[src/rtl/dmem_arb_pkg.sv]
// Shared types and defaults for the data-memory arbiter: FSM states, agent
// indices and the word-range check applied to every requester address.
package dmem_arb_pkg;

  localparam int DEPTH_DEF        = 64;
  localparam int STARVE_LIMIT_DEF = 8;

  typedef enum logic {
    CLEAR = 1'b0,
    RUN   = 1'b1
  } state_t;

  typedef enum logic [1:0] {
    AG_CPU = 2'd0,
    AG_KB  = 2'd1,
    AG_VGA = 2'd2
  } agent_t;

  // Word index is the byte address with the two byte-lane bits dropped.
  function automatic logic in_range(input logic [31:0] a, input int depth);
    return ({2'b00, a[31:2]} < 32'(depth));
  endfunction

endpackage

[src/rtl/dmem_arb_wait_ctr.sv]
// Saturating wait counter for one requester; flags the agent as starving
// once it has waited STARVE_LIMIT cycles with its request still up.
module dmem_arb_wait_ctr
  import dmem_arb_pkg::*;
#(
  parameter int STARVE_LIMIT = STARVE_LIMIT_DEF
) (
  input  logic clk,
  input  logic rst,
  input  logic req,
  input  logic ack,
  input  logic run,
  output logic starving
);

  localparam int CW = $clog2(STARVE_LIMIT + 1);

  logic [CW-1:0] cnt;

  // Counter only advances while arbitration runs; it holds during the clear sweep.
  always_ff @(posedge clk) begin
    if (rst) begin
      cnt <= '0;
    end else if (!req || ack) begin
      cnt <= '0;
    end else if (run && (cnt != CW'(STARVE_LIMIT))) begin
      cnt <= cnt + CW'(1);
    end else begin
      cnt <= cnt;
    end
  end

  assign starving = req && (cnt == CW'(STARVE_LIMIT));

endmodule

[src/rtl/dmem_arbiter.sv]
// Single-port arbiter for the data memory: clears the memory after reset,
// then grants one of CPU / keyboard / VGA per cycle with starvation promotion.
module dmem_arbiter
  import dmem_arb_pkg::*;
#(
  parameter int DEPTH        = DEPTH_DEF,
  parameter int STARVE_LIMIT = STARVE_LIMIT_DEF
) (
  input  logic        clk,
  input  logic        rst,
  input  logic        cpu_req,
  input  logic        cpu_we,
  input  logic [31:0] cpu_a,
  input  logic [31:0] cpu_wd,
  output logic        cpu_ack,
  output logic        cpu_rvalid,
  output logic [31:0] cpu_rd,
  input  logic        kb_req,
  input  logic [31:0] kb_a,
  input  logic [31:0] kb_wd,
  output logic        kb_ack,
  input  logic        vga_req,
  input  logic [31:0] vga_a,
  output logic        vga_ack,
  output logic        vga_rvalid,
  output logic [31:0] vga_rd,
  output logic        mem_we,
  output logic [31:0] mem_a,
  output logic [31:0] mem_wd,
  input  logic [31:0] mem_rd,
  output logic        ready,
  output logic        addr_err
);

  localparam int IW = $clog2(DEPTH);

  state_t        state;
  state_t        next_state;
  logic [IW-1:0] clr_idx;
  logic          run;
  logic          starve_cpu;
  logic          starve_kb;
  logic          starve_vga;
  logic          gnt;
  agent_t        winner;
  logic [31:0]   sel_a;
  logic [31:0]   sel_wd;
  logic          sel_we;
  logic          sel_ok;

  assign run   = (state == RUN) && !rst;
  assign ready = (state == RUN);

  dmem_arb_wait_ctr #(.STARVE_LIMIT(STARVE_LIMIT)) u_wait_cpu (
    .clk(clk), .rst(rst), .req(cpu_req), .ack(cpu_ack), .run(run), .starving(starve_cpu)
  );
  dmem_arb_wait_ctr #(.STARVE_LIMIT(STARVE_LIMIT)) u_wait_kb (
    .clk(clk), .rst(rst), .req(kb_req), .ack(kb_ack), .run(run), .starving(starve_kb)
  );
  dmem_arb_wait_ctr #(.STARVE_LIMIT(STARVE_LIMIT)) u_wait_vga (
    .clk(clk), .rst(rst), .req(vga_req), .ack(vga_ack), .run(run), .starving(starve_vga)
  );

  // State register and clear-sweep index.
  always_ff @(posedge clk) begin
    if (rst) begin
      state   <= CLEAR;
      clr_idx <= '0;
    end else begin
      state <= next_state;
      if (state == CLEAR) begin
        clr_idx <= clr_idx + IW'(1);
      end else begin
        clr_idx <= clr_idx;
      end
    end
  end

  // Leave CLEAR once the last word has been written.
  always_comb begin
    next_state = state;
    case (state)
      CLEAR: begin
        if (clr_idx == IW'(DEPTH - 1)) begin
          next_state = RUN;
        end else begin
          next_state = CLEAR;
        end
      end
      RUN:     next_state = RUN;
      default: next_state = CLEAR;
    endcase
  end

  // Arbitration and memory-port drive; a starving agent outranks plain priority.
  always_comb begin
    gnt      = 1'b0;
    winner   = AG_CPU;
    sel_a    = 32'h0;
    sel_wd   = 32'h0;
    sel_we   = 1'b0;
    sel_ok   = 1'b0;
    cpu_ack  = 1'b0;
    kb_ack   = 1'b0;
    vga_ack  = 1'b0;
    addr_err = 1'b0;
    mem_we   = 1'b0;
    mem_a    = 32'h0;
    mem_wd   = 32'h0;
    if (run) begin
      gnt = 1'b1;
      if (starve_cpu)      winner = AG_CPU;
      else if (starve_kb)  winner = AG_KB;
      else if (starve_vga) winner = AG_VGA;
      else if (cpu_req)    winner = AG_CPU;
      else if (kb_req)     winner = AG_KB;
      else if (vga_req)    winner = AG_VGA;
      else                 gnt    = 1'b0;
    end else begin
      gnt = 1'b0;
    end
    case (winner)
      AG_CPU: begin sel_a = cpu_a; sel_wd = cpu_wd; sel_we = cpu_we; end
      AG_KB:  begin sel_a = kb_a;  sel_wd = kb_wd;  sel_we = 1'b1;   end
      AG_VGA: begin sel_a = vga_a; sel_wd = 32'h0;  sel_we = 1'b0;   end
      default: begin sel_a = 32'h0; sel_wd = 32'h0; sel_we = 1'b0;   end
    endcase
    sel_ok   = in_range(sel_a, DEPTH);
    cpu_ack  = gnt && (winner == AG_CPU);
    kb_ack   = gnt && (winner == AG_KB);
    vga_ack  = gnt && (winner == AG_VGA);
    addr_err = gnt && !sel_ok;
    if (!rst && (state == CLEAR)) begin
      mem_we = 1'b1;
      mem_a  = {{(30 - IW){1'b0}}, clr_idx, 2'b00};
      mem_wd = 32'h0;
    end else if (gnt) begin
      mem_we = sel_we && sel_ok;
      mem_a  = sel_a;
      mem_wd = sel_wd;
    end else begin
      mem_we = 1'b0;
      mem_a  = 32'h0;
      mem_wd = 32'h0;
    end
  end

  // Read return path: data lands one cycle after the read ack and then holds.
  always_ff @(posedge clk) begin
    if (rst) begin
      cpu_rvalid <= 1'b0;
      vga_rvalid <= 1'b0;
      cpu_rd     <= 32'h0;
      vga_rd     <= 32'h0;
    end else begin
      cpu_rvalid <= cpu_ack && !cpu_we;
      vga_rvalid <= vga_ack;
      if (cpu_ack && !cpu_we) begin
        cpu_rd <= sel_ok ? mem_rd : 32'h0;
      end else begin
        cpu_rd <= cpu_rd;
      end
      if (vga_ack) begin
        vga_rd <= sel_ok ? mem_rd : 32'h0;
      end else begin
        vga_rd <= vga_rd;
      end
    end
  end

endmodule

[config.mk]
export PLATFORM = sky130hd
export DESIGN_NAME = dmem_arbiter
export DESIGN_NICKNAME = d
export VERILOG_FILES = /design/src/rtl/dmem_arb_pkg.sv /design/src/rtl/dmem_arb_wait_ctr.sv /design/src/rtl/dmem_arbiter.sv
export SDC_FILE = /design/constraint.sdc
export NUM_CORES = 1
export LEC_CHECK = 0
export CAP_MARGIN = 20
export CORE_AREA = 2 2 131 133
export DETAILED_ROUTE_END_ITERATION = 7
export DIE_AREA = 0 0 133 135
export GPL_TIMING_DRIVEN = 0
export PLACE_DENSITY = 0.79
export RECOVER_POWER = 100
export SYNTH_ARGS = -nofsm -noshare
export SYNTH_HDL_FRONTEND = slang
export SYNTH_SLANG_ARGS = --single-unit
[constraint.sdc]
create_clock -name clk -period 4.15 [get_ports clk]
set_clock_uncertainty 0.1 [all_clocks]
set_input_delay 0.83 -clock clk [delete_from_list [all_inputs] [get_ports clk]]
set_output_delay 0.83 -clock clk [all_outputs]
set_load 0.05 [all_outputs]
Word level (Yosys, flattened, before mapping)

Cells that the tools add are included.

Bits in registers: 85
Word-level logic and storage cells: 77

Add/sub/neg operators: 4
$lt $le $gt $ge: 1
Eq/ne operators: 9
Muxes and demuxes: 26
Bitwise logic cells: 1
Reductions and logical operators: 27

Operators with widths:

| kind                                                                  | count |
|---|---|
| 32-bit two-way mux                                                    | 5 |
| 32-bit case mux with 3 select lines                                   | 1 |
| 32-bit case mux with 2 select lines                                   | 1 |
| 30-bit by 7-bit < comparator with 1-bit output, second input constant | 1 |
| 1-bit logical AND                                                     | 14 |
| 2-bit two-way mux                                                     | 7 |
| 4-bit by 1-bit adder with 4-bit output, second input constant         | 3 |
| 4-bit equality test, second input constant                            | 3 |
| 4-bit != test, second input constant                                  | 3 |
| 1-bit two-way mux                                                     | 10 |
| 6-bit by 1-bit adder with 6-bit output, second input constant         | 1 |
| 6-bit equality test, second input constant                            | 1 |
| 1-bit zero test                                                       | 6 |
| 2-bit OR reduction                                                    | 3 |
| 1-bit case mux with 2 select lines                                    | 2 |
| 1-bit logical OR                                                      | 3 |
| 2-bit by 1-bit equality test with 1-bit output, second input constant | 1 |
| 2-bit equality test, second input constant                            | 1 |
| 2-bit zero test                                                       | 1 |
| 1-bit NOT                                                             | 1 |

Depth between registers and ports, before layout

Gate-level depths: netlist (run 1).

Depth after elaboration: 13
Gate-level depth with buffers: 12
Depth with buffers taken out: 9

By module

A second synthesis (run 1) with hierarchy kept.

Cell total of the unflattened synthesis: 473
Area total of the unflattened synthesis: 4355.4 µm²

By module, submodules not included:

| module            | times used | cells each | area each (µm²) |
|---|---|---|---|
| dmem_arbiter      | 1          | 392        | 3698.5 |
| dmem_arb_wait_ctr | 3          | 27         | 219.0 |

Worst setup path after synthesis (run 1)

Ideal clock, no wire load.

Path kind: input -> output
From: in cpu_req
To: out mem_a[2]
Data arrival time: 3683 ps
Required time: 3220 ps
Setup slack: -463 ps
Cell stages on the path: 9
Path buffers: 3
Cell sequence: buf_6 nor3b_1 o21ba_1 buf_6 nand2_1 inv_1 clkbuf_1 a222oi_1 o21ai_0

Longest elaborated chain between the ends: 9
Elaborated cells on any way between the ends: 17
Those cells by class: 2 x eq/ne; 13 x mux; 2 x reduce/logical

RTL lines:

| element                                           | RTL line            | text |
|---|---|---|
| from (decl)                                       | dmem_arbiter.sv:11  | `input logic cpu_req,` |
| 2-bit two-way mux                                 | dmem_arbiter.sv:115 | `else if (cpu_req) winner = AG_CPU;` |
| 2-bit two-way mux                                 | dmem_arbiter.sv:114 | `else if (starve_vga) winner = AG_VGA;` |
| 2-bit two-way mux                                 | dmem_arbiter.sv:113 | `else if (starve_kb) winner = AG_KB;` |
| 2-bit two-way mux                                 | dmem_arbiter.sv:112 | `if (starve_cpu) winner = AG_CPU;` |
| 2-bit two-way mux                                 | dmem_arbiter.sv:110 | `if (run) begin` |
| 2-bit equality test, or another cell as far along | dmem_arbiter.sv:122 | `case (winner)` |
| 32-bit case mux with 3 select lines               | dmem_arbiter.sv:122 |  |
| 32-bit two-way mux (*)                            | dmem_arbiter.sv:137 | `end else if (gnt) begin` |
| 32-bit two-way mux (*)                            | dmem_arbiter.sv:133 | `if (!rst && (state == CLEAR)) begin` |
| to (decl)                                         | dmem_arbiter.sv:28  | `output logic [31:0] mem_a,` |

Mark *: on every way between the ends. The rest lies on a longest branch, timed or not.

Worst setup path in the final report (run 1)

From: in kb_req
To: out mem_a[5]

Longest elaborated chain between the ends: 10
Elaborated cells on any way between the ends: 19
Those cells by class: 2 x eq/ne; 15 x mux; 2 x reduce/logical

RTL lines:

| element                                           | RTL line            | text |
|---|---|---|
| from (decl)                                       | dmem_arbiter.sv:18  | `input logic kb_req,` |
| 2-bit two-way mux                                 | dmem_arbiter.sv:116 | `else if (kb_req) winner = AG_KB;` |
| 2-bit two-way mux                                 | dmem_arbiter.sv:115 |  |
| 2-bit two-way mux                                 | dmem_arbiter.sv:114 |  |
| 2-bit two-way mux                                 | dmem_arbiter.sv:113 |  |
| 2-bit two-way mux                                 | dmem_arbiter.sv:112 |  |
| 2-bit two-way mux                                 | dmem_arbiter.sv:110 |  |
| 2-bit equality test, or another cell as far along | dmem_arbiter.sv:122 |  |
| 32-bit case mux with 3 select lines               | dmem_arbiter.sv:122 |  |
| 32-bit two-way mux (*)                            | dmem_arbiter.sv:137 |  |
| 32-bit two-way mux (*)                            | dmem_arbiter.sv:133 |  |

Marks and branches as above.

==> flow_summary.yaml, run 1 <==
critical_path:
  crit_start: "kb_req"
  crit_top_cell: "buf_4"
  cp_top_family: "buffers and inverters"
  start_kind: "input port"
  crit_type: "in -> out"
  ff2ff_path_depth: 11
  crit_path_max_incr_delay_ns: 0.52
  worstPathRequired_ns: 3.22
  rr_endpoint: "vga_rd[21]"
  endpoint_kind: "primary output"
  cp.arrival_ns: 3.12
  crit_buf_inv: 5
  cp_max_fo: 10
  crit_chain: "dlygate4sd2_1 -> and4b_2 -> o21ba_1 -> buf_6 -> nand2_2 -> clkinvlp_4 -> buf_4 -> a222oi_1 -> o21ai_2 -> buf_4"
  reg2reg_from: "u_wait_vga.cnt[0]"
  rrSetupSlack_ns: 1.20
  critPathSlowestCell: "a222oi_1"
min_path:
  hp-start: "vga_rd[6]"
  min_to: "vga_rd[6]"
  hold_depth: 1
  hold_class: "reg -> reg"
synth:
  synth.net_count: 725
  syn_avg_cell_area_sq_um: 8.840
  synth-seq-cells: 85
  ys.flop_type: "dfxtp_1"
  synth_edf_count: 0
  ys_seq_area_share_pct: 37.02
  ys_types: 50
  ys_warn_count: 0
  syn_inst: 520
  syn_area_sq_um: 4597
  async_reset_ff_share_pct: 0
clock_network:
  cts_buffers: 9
  cts_tree: "yes"
  cts_root_buffer: "clkbuf_16"
  htree_levels: 3
  clkTransAtPathRegs_ns: 0.06
  clock_path_buffers: 2
  cts_hold_buf: 0
  clock-sinks: 85
  clock_latency_ns: 0.34
timing:
  setup_viol: 0
  drv_slew: 0
  fin_ws_ns: 0.1039
  fin_crit_sh_pct: 97.50
  whs_ns: 0.3814
  worstMarginPinSlew_ns: 0.6092
  post-route-min-period_ns: 4.046
  slew_headroom_pct: 59.39
  fmax_mhz: 247.2
  hold_viol: 0
finish:
  layout_commonest_cell: "clkdlybuf4s50_1"
  final_core_util_pct: 51.72
  nNetsFinal: 1068
  drive_gt1_share_pct: 19.70
  n_fill_cell: 1561
  area_delta_synth_final_pct: 84.59
  layout_common_cells: "clkdlybuf4s50_1, dfxtp_1, nor2_1"
pwr:
  pwr-share-clk_pct: 40.3
  switchingPower_w: 0.0004501
  p_total_w: 0.001890
  peakVddDrop_uv: 138.9
  internal_power_w: 0.001440
  seqPwrFrac_pct: 43.5
  p_sw_share_pct: 23.82
  p_per_area_nw_per_um2: 222.7
  leakage_nw: 3.223
  p_comb_share_pct: 16.2
floorplan:
  core_sq_um: 16410
  num_io_pins: 334
  die_h_microns: 135
  fp-row-count: 47
  initial_core_util_pct: 28.02
  die_w_microns: 133
  dieArea_sq_um: 17960
detailed_routing:
  ant_nets: 0
  drtIter0Drc: 294
  drt_pass1_iterations: 5
  wl_per_cell_microns: 19.21
  drc: 0
  vias: 5551
  viasPerCell: 5.083
  wl_mm: 20.97
global_routing:
  antenna_found_initial: 4
  grt_max_degree: 16
  gr-total-overflow: 0
  grt_pass1_wl_mm: 31.04
  grt_pass1_vias: 5477
  grt_usage_pct: 22.36
outcome:
  status: "finished clean"
placed_design:
  gp_congestion: 0.9132
  io_buffer_count: 331
  hpwlAfterDp_mm: 17.26
  place_ws_ns: -1.053
job:
  drv_cap: 0
## stage by stage
| step | std cells | cell area [sq um] | setup TNS, ns |
|---|---|---|---|
| 3_3_place_gp | 1071 | 8213 | -56.19 |
| 3_5_place_dp | 1071 | 8213 | -56.15 |
| 6_report | 1092 | 8486 | 0 |
| 4_1_cts | 1088 | 8562 | 0 |
| 5_1_grt | 1092 | 8486 | -0.003541 |
| 2_1_floorplan | 520 | 4624 | 0 |
## Yosys cell counts, drive strengths merged, types with 2 or more instances
cell type | instances | share of area, %
dfxtp | 85 | 37
nor2 | 71 | 5.9
a22o | 65 | 12
nor3b | 34 | 5.6
a31o | 33 | 6.3
a21oi | 31 | 3.4
clkbuf | 28 | 2.3
a22oi | 24 | 4.3
buf | 21 | 3.4
nand2 | 17 | 1.4
nor4 | 16 | 2.5
o21ai | 10 | 1.1
nand3 | 9 | 0.98
a222oi | 8 | 1.7
inv | 8 | 0.65
ha | 7 | 1.9
xor2 | 7 | 1.3
nor2b | 5 | 0.68
xnor2 | 5 | 0.95
nand4 | 4 | 0.54
nor3 | 3 | 0.33
a31oi | 2 | 0.27
and3 | 2 | 0.27
and4b | 2 | 0.44
nand2b | 2 | 0.27
nand3b | 2 | 0.33
o211ai | 2 | 0.63
o21ba | 2 | 0.44
or3b | 2 | 0.38
or4 | 2 | 0.33
## worst max path at each step
stage,endpoint,cells after the start
2_1_floorplan,mem_a[2],9
3_3_place_gp,mem_a[5],9
3_5_place_dp,mem_a[5],9
4_1_cts,mem_a[5],10
5_1_grt,mem_a[6],10
6_report,mem_a[5],10
## power groups by stage
stage	Combinational, W	Clock (W)	Sequential (W)
5_1_grt	0.000327	0.000819	0.000821
4_1_cts	0.000305	0.000785	0.000821
2_1_floorplan	0.0000705	0	0.000839
3_5_place_dp	0.000303	0	0.000839
6_report	0.000307	0.000762	0.000821
3_3_place_gp	0.000301	0	0.000839
## cells by family (layout without fill, tap and decap cells)
group | after synthesis | after routing | synth area share [%]
fa+ha+maj | 7 | 7 | 1.905
compound gates | 181 | 181 | 31.36
other cells | 0 | 4 | 0
flops | 85 | 85 | 37.02
buf+inv | 57 | 405 | 6.369
xor+xnor | 12 | 12 | 2.286
simple gates | 177 | 177 | 20.85
mux | 1 | 1 | 0.2178
## what timing repair did
item                       in CTS  in global routing
gates cloned                    0                  0
setup endpoints to repair      69                 66
buffers inserted                3                  0
pin swaps                       4                  3
resized for setup             256                 48
## state kept, by name (all words and copies together), names as in the netlist
signal,cells
clr_idx,6
cpu_rd,32
cpu_rvalid,1
ready,1
u_wait_cpu.cnt,4
u_wait_kb.cnt,4
u_wait_vga.cnt,4
vga_rd,32
vga_rvalid,1
## metal layers
layer / GRT usage [%] / share of wire, % / up-vias
met1: 27.14 / 41 / 2600
met4: 7.945 / 2.7 / 0
met2: 38.77 / 49 / 255
met3: 5.255 / 7.6 / 32
met5: 0 / 0 / -
li1: - / - / 2664
## layout make-up
type,instances,area [sq um],share of cell area (%)
Antenna cell,4,10.01,0.1180
Buffer,47,281.5,3.318
Clock buffer,10,239.0,2.816
Clock inverter,6,46.29,0.5456
Inverter,8,33.78,0.3981
Multi-Input combinational cell,378,2684,31.63
Sequential cell,85,1702,20.05
Tap cell,220,275.3,3.244
Timing Repair Buffer,334,3214,37.88
No activity file was read; power rests on OpenSTA's default activity.
==> run 2: changes to the inputs <==
ABC_CLOCK_PERIOD_IN_PS = 4150   (was unset)
==> results of run 2 <==
Same layout as run 1: the final DEF is identical, and so are final timing and power.
==> run 3: changes to the inputs <==
GPL_TIMING_DRIVEN = unset   (was 0)
==> flow_summary.yaml, run 3 (synthesis results as in run 1) <==
detailed_routing:
  wl_per_cell_microns: 19.37
  drt_pass1_iterations: 5
  ant_nets: 0
  wl_mm: 20.68
  drtIter0Drc: 258
  viasPerCell: 5.228
  drc: 0
  vias: 5583
clock_network:
  htree_levels: 3
  cts_buffers: 9
  cts_root_buffer: "clkbuf_16"
  cts_tree: "yes"
  clock_latency_ns: 0.33
  cts_setup_buffers: 0
  clock_path_buffers: 2
  cts_hold_buf: 0
  clkTransAtPathRegs_ns: 0.06
  clock-sinks: 85
timing:
  slew_headroom_pct: 26.06
  fmax_mhz: 247.4
  rsz0062_at_grt: "true"
  setup_viol: 0
  fin_crit_sh_pct: 97.38
  worstMarginPinSlew_ns: 1.109
  drv_slew: 0
  hold_viol: 0
  post-route-min-period_ns: 4.041
floorplan:
  fp-row-count: 47
  num_io_pins: 334
  core_sq_um: 16410
  die_w_microns: 133
  dieArea_sq_um: 17960
  initial_core_util_pct: 28.02
  die_h_microns: 135
finish:
  design_area_sq_um: 8290
  layout.cells.non_filler: 1068
  final_core_util_pct: 50.53
  nNetsFinal: 1045
  reg.largest.list: "cpu_rd (32), vga_rd (32), clr_idx (6)"
  drive_gt1_share_pct: 19.08
  area_delta_synth_final_pct: 80.35
  layout_commonest_cell: "clkdlybuf4s50_1"
  layout_common_cells: "clkdlybuf4s50_1, dfxtp_1, nor2_1"
pwr:
  peakVddDrop_uv: 162.0
  p_per_area_nw_per_um2: 231.6
  leakage_nw: 3.412
critical_path:
  rr_endpoint: "cpu_rd[3]"
  cp.arrival_ns: 3.11
  crit_buf_inv: 3
  worstPathRequired_ns: 3.22
  critPathSlowestCell: "clkdlybuf4s50_1"
  start_kind: "input port"
  cp_top_family: "compound AO/OA/AOI/OAI gates"
  cp_max_fo: 12
  ff2ff_path_depth: 11
  rrSetupSlack_ns: 0.66
  crit_type: "in -> out"
  crit_chain: "clkdlybuf4s50_1 -> and4b_1 -> o21bai_2 -> buf_4 -> a22oi_2 -> a31oi_1 -> a21oi_1 -> a31o_2 -> buf_12"
  reg2reg_from: "u_wait_kb.cnt[0]"
  crit_path_max_incr_delay_ns: 0.59
  endpoint_kind: "primary output"
min_path:
  hold_depth: 1
  hold_class: "reg -> reg"
  hp-start: "vga_rd[15]"
  min_to: "vga_rd[15]"
outcome:
  status: "finished clean"
global_routing:
  grt_usage_pct: 22.01
  grt_pass1_vias: 5491
  grt_pass1_wl_mm: 30.61
  gr-total-overflow: 0
  antenna_found_initial: 6
  grt_max_degree: 66
placed_design:
  io_buffer_count: 333
  placed_cells: 1048
  hpwlAfterDp_mm: 16.56
  placed_area_sq_um: 8891
  gp_congestion: 0.9170
job:
  drv_cap: 0
-- run 3: area by class of cell --
class                      count  area (sq um)
sequential                    85          1702
fill                        1528          8117
clock inverter                 6         65.06
clock buffer                   9         225.2
timing repair buffer         357          3323
antenna                        4         10.01
tap                          220         275.3
inverter                       8         33.78
multi-input combinational    378          2649
timing repair inverter         1         7.507
-- run 3: repair_timing --
item | 4_1_cts | 5_1_grt
endpoints found under the setup margin | 7 | 4
gates cloned | 1 | 0
pin swaps | 1 | 1
resized for setup | 4 | 2
-- run 3: worst max path at each step --
stage | startpoint | to | slack [ns] | cells after the start
floorplan | cpu_req | mem_a[2] | 0.15 | 9
global placement | kb_req | mem_we | 0.08 | 8
detailed placement | vga_req | mem_a[6] | -0.03 | 8
CTS | vga_req | mem_we | 0.11 | 9
global route | cpu_req | addr_err | -0.01 | 10
finish | vga_req | mem_we | 0.11 | 9
-- run 3: where the power goes --
group,switching (W),internal (W)
Combinational,0.000112,0.000201
Sequential,0.00000339,0.000818
Clock,0.000323,0.000463
-- run 3: metal layers --
layer  wire length (microns)  global-route usage [%]  up-vias
met3                    1794                   6.982       59
met1                    8137                   25.52     2588
met5                      23                       0        -
met4                     816                   11.65        4
li1                        -                       -     2623
met2                    9910                   36.41      309
-- run 3: stage by stage --
stage          setup TNS, ns  setup WS [ns]  total power [W]  hold WS [ns]
3_3_place_gp               0        0.07820         0.001150        0.3599
4_1_cts                    0         0.1080         0.001945        0.3815
5_1_grt             -0.01398       -0.01233         0.001991        0.3843
3_5_place_dp         -0.1264       -0.03300         0.001153        0.3626
6_report                   0         0.1087         0.001920        0.3701
2_1_floorplan              0         0.1516        0.0009093        0.3643
